File: config.mk
export PLATFORM = sky130hd
export DESIGN_NAME = pmem_loader_flat
export DESIGN_NICKNAME = d
export VERILOG_FILES = /design/src/rtl/pmem_loader_if.sv /design/src/rtl/pmem_loader.sv /design/src/flat_wrapper.sv
export SDC_FILE = /design/constraint.sdc
export NUM_CORES = 1
export LEC_CHECK = 0
export ABC_AREA = 1
export CAP_MARGIN = 10
export CORE_MARGIN = 1.5
export CORE_UTILIZATION = 61
export CTS_BUF_LIST = sky130_fd_sc_hd__clkbuf_16
export DETAILED_ROUTE_END_ITERATION = 10
export GPL_ROUTABILITY_DRIVEN = 0
export PLACE_DENSITY_LB_ADDON = 0.2
export SETUP_SLACK_MARGIN = 0.05
export SYNTH_ARGS = -nofsm -noshare
export SYNTH_HDL_FRONTEND = slang
export SYNTH_SLANG_ARGS = --single-unit
File: constraint.sdc
create_clock -name sysclk -period 5.35 [get_ports sysclk]
set_clock_uncertainty 0.2 [all_clocks]
set_input_delay 1.605 -clock sysclk [delete_from_list [all_inputs] [get_ports sysclk]]
set_output_delay 1.605 -clock sysclk [all_outputs]
set_load 0.01 [all_outputs]
File: src/rtl/pmem_loader_if.sv
// pmem_loader_if: byte-stream input and program-memory write port of the loader
interface pmem_loader_if #(parameter int ADDR_WIDTH = 12);
   logic                  in_valid;
   logic [7:0]            in_data;
   logic                  in_ready;
   logic [ADDR_WIDTH-1:0] wr_addr;
   logic [31:0]           wr_data;
   logic [3:0]            byte_w_en;
   logic                  cpu_hold;
   logic                  done;
   logic                  error;
   modport master (
      input  in_valid, in_data,
      output in_ready, wr_addr, wr_data, byte_w_en, cpu_hold, done, error
   );
   modport slave (
      output in_valid, in_data,
      input  in_ready, wr_addr, wr_data, byte_w_en, cpu_hold, done, error
   );
endinterface

File: src/rtl/pmem_loader.sv
// pmem_loader: framed byte-stream loader that fills program memory and releases the CPU on a good checksum
module pmem_loader #(
   parameter int          ADDR_WIDTH     = 12,
   parameter logic [7:0]  SYNC_BYTE      = 8'hA5,
   parameter int          TIMEOUT_CYCLES = 1000000
) (
   input  logic           sysclk,
   input  logic           rst,
   pmem_loader_if.master  bus
);
   localparam int             TW    = $clog2(TIMEOUT_CYCLES + 1);
   localparam logic [TW-1:0]  TMAX  = TW'(TIMEOUT_CYCLES - 1);
   localparam logic [16:0]    MAX_N = 17'(2 ** ADDR_WIDTH);
   typedef enum logic [2:0] {IDLE, LEN0, LEN1, DATA, WRITE, CSUM, DONE, ERR} state_t;
   state_t                state, state_n;
   logic [15:0]           n, n_n;
   logic [1:0]            idx, idx_n;
   logic [7:0]            csum, csum_n;
   logic [TW-1:0]         tcnt, tcnt_n;
   logic [ADDR_WIDTH-1:0] addr_n;
   logic [31:0]           data_n;
   logic                  hold_n, done_n, err_n;
   logic                  acc, last;
   assign acc  = bus.in_valid & bus.in_ready;
   assign last = 17'(bus.wr_addr) == 17'(n) - 17'd1;
   always_comb begin
      state_n = state;
      n_n     = n;
      idx_n   = idx;
      csum_n  = csum;
      tcnt_n  = tcnt;
      addr_n  = bus.wr_addr;
      data_n  = bus.wr_data;
      hold_n  = bus.cpu_hold;
      done_n  = bus.done;
      err_n   = bus.error;
      case (state)
         IDLE, DONE, ERR: begin
            tcnt_n = '0;
            if (acc && bus.in_data == SYNC_BYTE) begin
               state_n = LEN0;
               hold_n  = 1'b1;
               done_n  = 1'b0;
               err_n   = 1'b0;
               addr_n  = '0;
               csum_n  = '0;
            end
         end
         LEN0: if (acc) begin
            n_n[7:0] = bus.in_data;
            state_n  = LEN1;
         end
         LEN1: if (acc) begin
            n_n[15:8] = bus.in_data;
            idx_n     = '0;
            err_n     = {1'b0, n_n} > MAX_N;
            state_n   = err_n ? ERR : (n_n == 16'd0) ? CSUM : DATA;
         end
         DATA: if (acc) begin
            data_n[8*idx +: 8] = bus.in_data;
            csum_n             = csum ^ bus.in_data;
            idx_n              = idx + 2'd1;
            state_n            = (idx == 2'd3) ? WRITE : DATA;
         end
         WRITE: begin
            addr_n  = last ? bus.wr_addr : bus.wr_addr + ADDR_WIDTH'(1);
            state_n = last ? CSUM : DATA;
         end
         CSUM: if (acc) begin
            done_n  = bus.in_data == csum;
            err_n   = !done_n;
            hold_n  = !done_n;
            state_n = done_n ? DONE : ERR;
         end
         default: state_n = IDLE;
      endcase
      // WRITE holds the idle counter; it never waits on the stream
      if (state inside {LEN0, LEN1, DATA, CSUM}) begin
         tcnt_n = acc ? '0 : tcnt + TW'(1);
         if (!acc && tcnt == TMAX) begin
            state_n = ERR;
            err_n   = 1'b1;
            tcnt_n  = '0;
         end
      end
   end
   always_ff @(posedge sysclk or negedge rst) begin
      if (!rst) begin
         state         <= IDLE;
         n             <= '0;
         idx           <= '0;
         csum          <= '0;
         tcnt          <= '0;
         bus.in_ready  <= 1'b0;
         bus.wr_addr   <= '0;
         bus.wr_data   <= '0;
         bus.byte_w_en <= 4'h0;
         bus.cpu_hold  <= 1'b1;
         bus.done      <= 1'b0;
         bus.error     <= 1'b0;
      end else begin
         state         <= state_n;
         n             <= n_n;
         idx           <= idx_n;
         csum          <= csum_n;
         tcnt          <= tcnt_n;
         bus.in_ready  <= state_n != WRITE;
         bus.wr_addr   <= addr_n;
         bus.wr_data   <= data_n;
         bus.byte_w_en <= (state_n == WRITE) ? 4'hF : 4'h0;
         bus.cpu_hold  <= hold_n;
         bus.done      <= done_n;
         bus.error     <= err_n;
      end
   end
endmodule

File: src/flat_wrapper.sv
// flat-port wrapper written by rule: the top's interface ports become plain ports
module pmem_loader_flat 
#(
   parameter int          ADDR_WIDTH     = 12,
   parameter logic [7:0]  SYNC_BYTE      = 8'hA5,
   parameter int          TIMEOUT_CYCLES = 1000000
)
  (sysclk, rst, bus_in_valid, bus_in_data, bus_in_ready, bus_wr_addr, bus_wr_data, bus_byte_w_en, bus_cpu_hold, bus_done, bus_error);
  pmem_loader_if #(.ADDR_WIDTH(ADDR_WIDTH)) bus_i ();
  input  logic sysclk;
  input  logic rst;
  input wire logic [$bits(bus_i.in_valid)-1:0] bus_in_valid;
  input wire logic [$bits(bus_i.in_data)-1:0] bus_in_data;
  output wire logic [$bits(bus_i.in_ready)-1:0] bus_in_ready;
  output wire logic [$bits(bus_i.wr_addr)-1:0] bus_wr_addr;
  output wire logic [$bits(bus_i.wr_data)-1:0] bus_wr_data;
  output wire logic [$bits(bus_i.byte_w_en)-1:0] bus_byte_w_en;
  output wire logic [$bits(bus_i.cpu_hold)-1:0] bus_cpu_hold;
  output wire logic [$bits(bus_i.done)-1:0] bus_done;
  output wire logic [$bits(bus_i.error)-1:0] bus_error;
  assign bus_i.in_valid = bus_in_valid;
  assign bus_i.in_data = bus_in_data;
  assign bus_in_ready = bus_i.in_ready;
  assign bus_wr_addr = bus_i.wr_addr;
  assign bus_wr_data = bus_i.wr_data;
  assign bus_byte_w_en = bus_i.byte_w_en;
  assign bus_cpu_hold = bus_i.cpu_hold;
  assign bus_done = bus_i.done;
  assign bus_error = bus_i.error;
  pmem_loader #(.ADDR_WIDTH(ADDR_WIDTH), .SYNC_BYTE(SYNC_BYTE), .TIMEOUT_CYCLES(TIMEOUT_CYCLES)) u_core (.sysclk(sysclk), .rst(rst), .bus(bus_i));
endmodule
==> metrics.txt, run 1 <==
outcome finished, final reports clean; Post-Place Cell Area between 6000 and 7000 um2; crit path kind input pin to flip-flop; Mapped Area 5573 um2; RSZ-0062 raised after global routing false; 1st-iter DRT viols roughly 320; clock share of power roughly 22%; crit-path max cell delay 0.65 ns; sequential cell fraction of total power 33.6%; pin count of the biggest net entering global routing 79; Worst Hold Class flip-flop to flip-flop; die area slightly below 10,000 um2; GRT Total Usage a little under 30%; global-route wire length before repair about 23,000 um; CP Buf/Inv Count 3; Reg2Reg Launch Point u_core.n[0]$_DFFE_PN0P_; Seq/Total Area, Yosys about 44%; placement row count 34; Placement Setup Slack ~1.3 ns; final core occ about 75%; # clock sinks 98; final count of negative-setup-slack endpoints 0; R2R Path End u_core.bus.wr_addr[10]$_DFFE_PN0P_; maximum VDD drop between 0.0002 and 0.0003 V; H-tree depth 3; number of global-route vias before repair 5,014; DR vias 5,180; port bufs 62; Final Critical Period ~3.7 ns; switching pwr approximately 1.5 mW; Core ar. around 9000 um2; critical path required time around 5.4 ns; Avg Cell Area, Syn around 7.6 um2; Comb pwr share between 40 and 50%; Mapped Cells 733; Worst R2R Path Depth 12; DR WL/cell 15.32 um; CP most frequent cell nand2_1; CP Data Arrival Time 3.76 ns; switching share of power a little over two fifths; Die Wd around 99 um; initial antenna violation count 0; Worst Path Max Fanout 12; final period utilization a little over two thirds; Final Cell Area 6575 um2; Netlist cell types 42; FMAX about 270 MHz; Crit. End Element flip-flop; Yosys warning total 0; Top FF cell, synth dfrtp_1; Crit path max-delay family simple AND/OR/NAND/NOR gates; max cap viols 0; io pins 63; Detailed Routing Iterations Pass 1 8; WP depth 10; Post-CTS Hold Buffers 0; area grow syn2layout 17.98%; # resized after CTS 0; HPWL after detailed placement slightly below 10,000 um; postcts setup bufs 0; Internal 1.943 mW; Leakage Power around 3.2 nW; clk buf depth 2; worst hold slack roughly 0.28 ns; Setup crit start bus_in_data[0]; Final Hold Vio Count 0; Antenna Nets Post-Route 0; Final Max Slew Viols 0; CTS Root Cell clkbuf_16; layout cells sized above 1 around 7.3%; final net count 810; CP cell instances clkdlybuf4s50_1 > inv_1 > nor4_1 > nand3_1 > nand2_1 > inv_1 > nor2_2 > nand2_4 > nand2_1 > nand2_1; clk slew on worst S/H paths approximately 0.070 ns; WL final 13,820 um; actual slew at the worst max-slew pin between 0.9 and 1 ns; FF+latch count, synth 98; grt ovf 0; Initial Util 63.29%; Post-synth EDFFs 0; final worst setup slack around 1.6 ns; non-filler cells, final around 900; DRC Markers 0; CTS tree done; Synth Net Count ~750; post-synthesis async set-or-reset flop share 100.0%; P per Cell Area a little over 500 nW/um2; Critical Path Slowest Stage Cell clkdlybuf4s50_1; total power roughly 3.4 mW; flop-to-flop setup slack 2.84 ns; n_diodes 0; number of CTS-inserted buffers 9; placed cell count between 800 and 900; slew margin rel. between 30% and 40%; Fillers roughly 620; vias per cell between 5 and 6; CP Capture Point u_core.bus.wr_addr[10]$_DFFE_PN0P_; Sum Neg Setup Slack 0 ns; Worst-Skew Late Latency between 0.3 and 0.4 ns; startpoint types input pin; Die Height between 90 and 100 um
worst min-delay path by stage:
stage	depth (start not counted)	from	to	slack, ns
after floorplan	2	u_core.n[15]$_DFFE_PN0P_	u_core.n[15]$_DFFE_PN0P_	0.27
after global placement	2	u_core.bus.cpu_hold$_DFFE_PN1P_	u_core.bus.cpu_hold$_DFFE_PN1P_	0.26
after detailed placement	2	u_core.bus.cpu_hold$_DFFE_PN1P_	u_core.bus.cpu_hold$_DFFE_PN1P_	0.28
after CTS	2	u_core.bus.cpu_hold$_DFFE_PN1P_	u_core.bus.cpu_hold$_DFFE_PN1P_	0.29
after global routing	2	u_core.bus.cpu_hold$_DFFE_PN1P_	u_core.bus.cpu_hold$_DFFE_PN1P_	0.32
final	2	u_core.bus.cpu_hold$_DFFE_PN1P_	u_core.bus.cpu_hold$_DFFE_PN1P_	0.28
kinds of logic after synthesis:
logic type	after synthesis	share of synthesized area [%]
DFF	98	44.03
and+or+nand+nor	378	30.80
buffers and inverters	111	8.060
AOI/OAI and AO/OA	108	10.53
xor gates and xnor gates	29	4.558
adders and majority gates	9	2.021
power groups by stage:
stage,clock (mW),sequential (mW),combinational (mW)
2_1_floorplan,0,1.15,1.00
3_3_place_gp,0,1.14,1.43
3_5_place_dp,0,1.15,1.49
4_1_cts,0.745,1.14,1.51
5_1_grt,0.774,1.17,1.70
6_report,0.738,1.14,1.52
registers in the layout, summed over array words and instances (netlist names):
signal / count
u_core.bus.byte_w_en: 1
u_core.bus.cpu_hold: 1
u_core.bus.done: 1
u_core.bus.error: 1
u_core.bus.in_ready: 1
u_core.bus.wr_addr: 12
u_core.bus.wr_data: 32
u_core.csum: 8
u_core.idx: 2
u_core.n: 16
u_core.state: 3
u_core.tcnt: 20
Yosys cell counts, types with 2 or more instances:
library cell	number	area, um2
nand4_1	12	75.07
dfrtp_1	97	2427
buf_2	2	10.01
buf_6	2	22.52
clkbuf_1	9	33.78
o22ai_1	5	31.28
buf_4	4	30.03
nor2_4	2	22.52
o21a_1	2	15.01
inv_2	10	37.54
xnor2_1	5	43.79
a31oi_1	3	18.77
nor4_1	6	37.54
a22oi_1	2	15.01
nor2_1	52	195.2
o21ai_1	8	40.04
nor3_1	4	20.02
nor2_2	18	112.6
nand2_1	188	705.7
xor2_1	24	210.2
ha_1	9	112.6
a21oi_1	5	25.02
o21ai_0	77	385.4
nand3_1	78	390.4
inv_1	83	311.6
nand3b_1	8	60.06
nand2_2	3	18.77
layout by cell type, fill, tap and decap left out, types with 3 or more instances in the layout:
master / n
o22ai_1: 5
xor2_1: 24
nor2_2: 18
nor2_1: 52
nand3b_1: 8
ha_1: 9
clkbuf_16: 9
bufinv_16: 3
a31oi_1: 3
nand2_1: 188
nor4_1: 6
nand3_1: 78
o21ai_1: 8
clkdlybuf4s50_1: 61
xnor2_1: 5
a21oi_1: 5
nor3_1: 4
nand4_1: 12
nand2_2: 3
o21ai_0: 77
dfrtp_1: 97
inv_2: 10
inv_1: 83
tightest hold or removal path: stages, from the launching register on:
cell,delay [ns]
dfstp_2,0.37
nand2_1,0.06
nand2_1,0.05
routing by layer:
layer / routed length (um) / track usage [%] / vias to the layer above / share of wire (%)
met2: 6717 / 48.18 / 196 / 49
met1: 6061 / 39.80 / 2451 / 44
met5: 0 / 0 / - / 0
li1: - / - / 2486 / -
met3: 701 / 4.894 / 47 / 5.1
met4: 342 / 12.64 / 0 / 2.5
layout make-up:
cell class | count | area, um2 | share of cell area (%)
multi-input cells | 524 | 2670 | 40.61
repair buffers | 63 | 625.6 | 9.515
flip-flops and latches | 98 | 2454 | 37.32
clock inverters | 6 | 112.6 | 1.713
inverters | 94 | 352.8 | 5.366
well taps | 108 | 135.1 | 2.055
clock buffers | 9 | 225.2 | 3.425
No activity file was read; power rests on OpenSTA's default activity.
==> run 2: changes to the inputs <==
CORE_UTILIZATION = 51   (was 61)
clock period = 3.2 ns   (was 5.35 ns; I/O delays follow)
==> run 2 against run 1 <==
Critical path depth is the same. Sequential cell count unchanged. Highest routed layer unchanged. Critical endpoint unchanged. Die area rose by 19%. Worst hold slack improved by 0.0061 ns. Register-to-register slack got worse by 2.2 ns.
==> metrics.txt, run 2 (same netlist as run 1, synthesis figures left out) <==
outcome finished, final reports clean; crit path kind input pin to flip-flop; Final Critical Period about 2.8 ns; DRC Markers 0; Core ar. between 10,000 and 15,000 um2; max cap viols 0; io pins 63; FMAX around 350 MHz; Worst Hold Class flip-flop to flip-flop; Die Wd roughly 110 um; number of global-route vias before repair 4,961; placed cell count around 930; Detailed Routing Iterations Pass 1 5; Initial Util between 50% and 60%; Sum Neg Setup Slack 0 ns; Final Hold Vio Count 0; critical path required time about 3.3 ns; WL final 13,800 um; non-filler cells, final approximately 950; Post-CTS Hold Buffers 0; clk slew on worst S/H paths approximately 0.07 ns; final worst setup slack about 0.38 ns; Post-Place Cell Area 6412 um2; die area approximately 12,000 um2; CTS Root Cell clkbuf_16; postcts setup bufs 0; P per Cell Area 837.4 nW/um2; actual slew at the worst max-slew pin 0.5228 ns; Worst-Skew Late Latency roughly 0.34 ns; placement row count 37; startpoint types input pin; Top reg by flops u_core.bus.wr_data; # resized after CTS 0; number of CTS-inserted buffers 9; most frequent cells in the layout 188 x nand2_1, 97 x dfrtp_1, 83 x inv_1, 78 x nand3_1, 77 x o21ai_0; maximum VDD drop 0.0003955 V; CTS tree done; grt ovf 0; layout cells sized above 1 under 10%; slew margin rel. between 60 and 70%; vias per cell roughly 5.5; Leakage Power approximately 3.3 nW; Fillers between 800 and 900; most common cell after layout, fill and taps aside nand2_1; initial antenna violation count 0; Die Height roughly 110 um; RSZ-0062 raised after global routing false; HPWL after detailed placement between 10,000 and 15,000 um; Placement Setup Slack approximately 0.026 ns; max FFs per register 32; CP Data Arrival Time about 2.9 ns; Crit. End Element flip-flop; clk buf depth 2; DR WL/cell around 15 um; final count of negative-setup-slack endpoints 0; n_diodes 0; final period utilization about 88%; DR vias between 5,000 and 6,000; Final Max Slew Viols 0; final net count slightly above 800; port bufs 62; Largest regs u_core.bus.wr_data (32), u_core.tcnt (20), u_core.n (16); GRT Total Usage between 20% and 30%; 1st-iter DRT viols 330; pin count of the biggest net entering global routing 62; Final Cell Area slightly below 7000 um2; area grow syn2layout 20.90%; H-tree depth 3; Antenna Nets Post-Route 0; Worst Path Max Fanout 7; # clock sinks a little under 100; final core occ roughly 64%; global-route wire length before repair about 23,000 um
## run 2: final cells by class
cell class / count / area [um2] / share of cell area (%)
Clock buffer: 9 / 225.2 / 3.343
Clock inverter: 7 / 100.1 / 1.486
Inverter: 94 / 352.8 / 5.237
Multi-Input combinational cell: 524 / 2670 / 39.63
Sequential cell: 98 / 2454 / 36.42
Tap cell: 136 / 170.2 / 2.526
Timing Repair Buffer: 80 / 765.7 / 11.36
## run 2: critical path, stage by stage
cell and delay (ns):
clkdlybuf4s50_1 0.51, inv_1 0.08, nor4_1 0.34, nand3_1 0.17
nand2_1 0.13, inv_1 0.10, nor2_2 0.24, buf_4 0.20
nand3_1 0.08, nand2_1 0.08
## run 2: per-stage QoR
stage	hold slack [ns]	total power, mW
floorplan	0.2661	3.588
global placement	0.2734	4.380
detailed placement	0.2656	4.456
CTS	0.2849	5.666
global route	0.3170	6.082
finish	0.2899	5.642
## run 2: routing by layer
layer,wire length [um],GRT usage [%],up-vias
li1,-,-,2533
met1,6134,33.74,2491
met2,6724,41.49,173
met3,722,3.571,21
met4,218,8.177,0
met5,0,0,-
## run 2: power breakdown
group | total (mW) | switching, mW | internal, mW | leakage [nW]
registers | 1.90 | 0.327 | 1.58 | 1.31
clock network | 1.19 | 0.496 | 0.692 | 0.154
logic | 2.55 | 1.59 | 0.955 | 1.81
## run 2: path summary, 6_finish.rpt
path                                            startpoint                                 end  slack, ns  depth (start not counted)
min reg2reg                u_core.bus.cpu_hold$_DFFE_PN1P_     u_core.bus.cpu_hold$_DFFE_PN1P_       0.29                          2
min                        u_core.bus.cpu_hold$_DFFE_PN1P_     u_core.bus.cpu_hold$_DFFE_PN1P_       0.29                          2
min in group asynchronous                              rst   u_core.bus.wr_addr[9]$_DFFE_PN0P_       0.38                          1
max reg2reg                        u_core.n[0]$_DFFE_PN0P_  u_core.bus.wr_addr[10]$_DFFE_PN0P_       0.67                         12
max in group asynchronous                              rst  u_core.bus.wr_data[11]$_DFFE_PN0P_       1.73                          2
max                                         bus_in_data[5]  u_core.bus.wr_addr[10]$_DFFE_PN0P_       0.38                         10
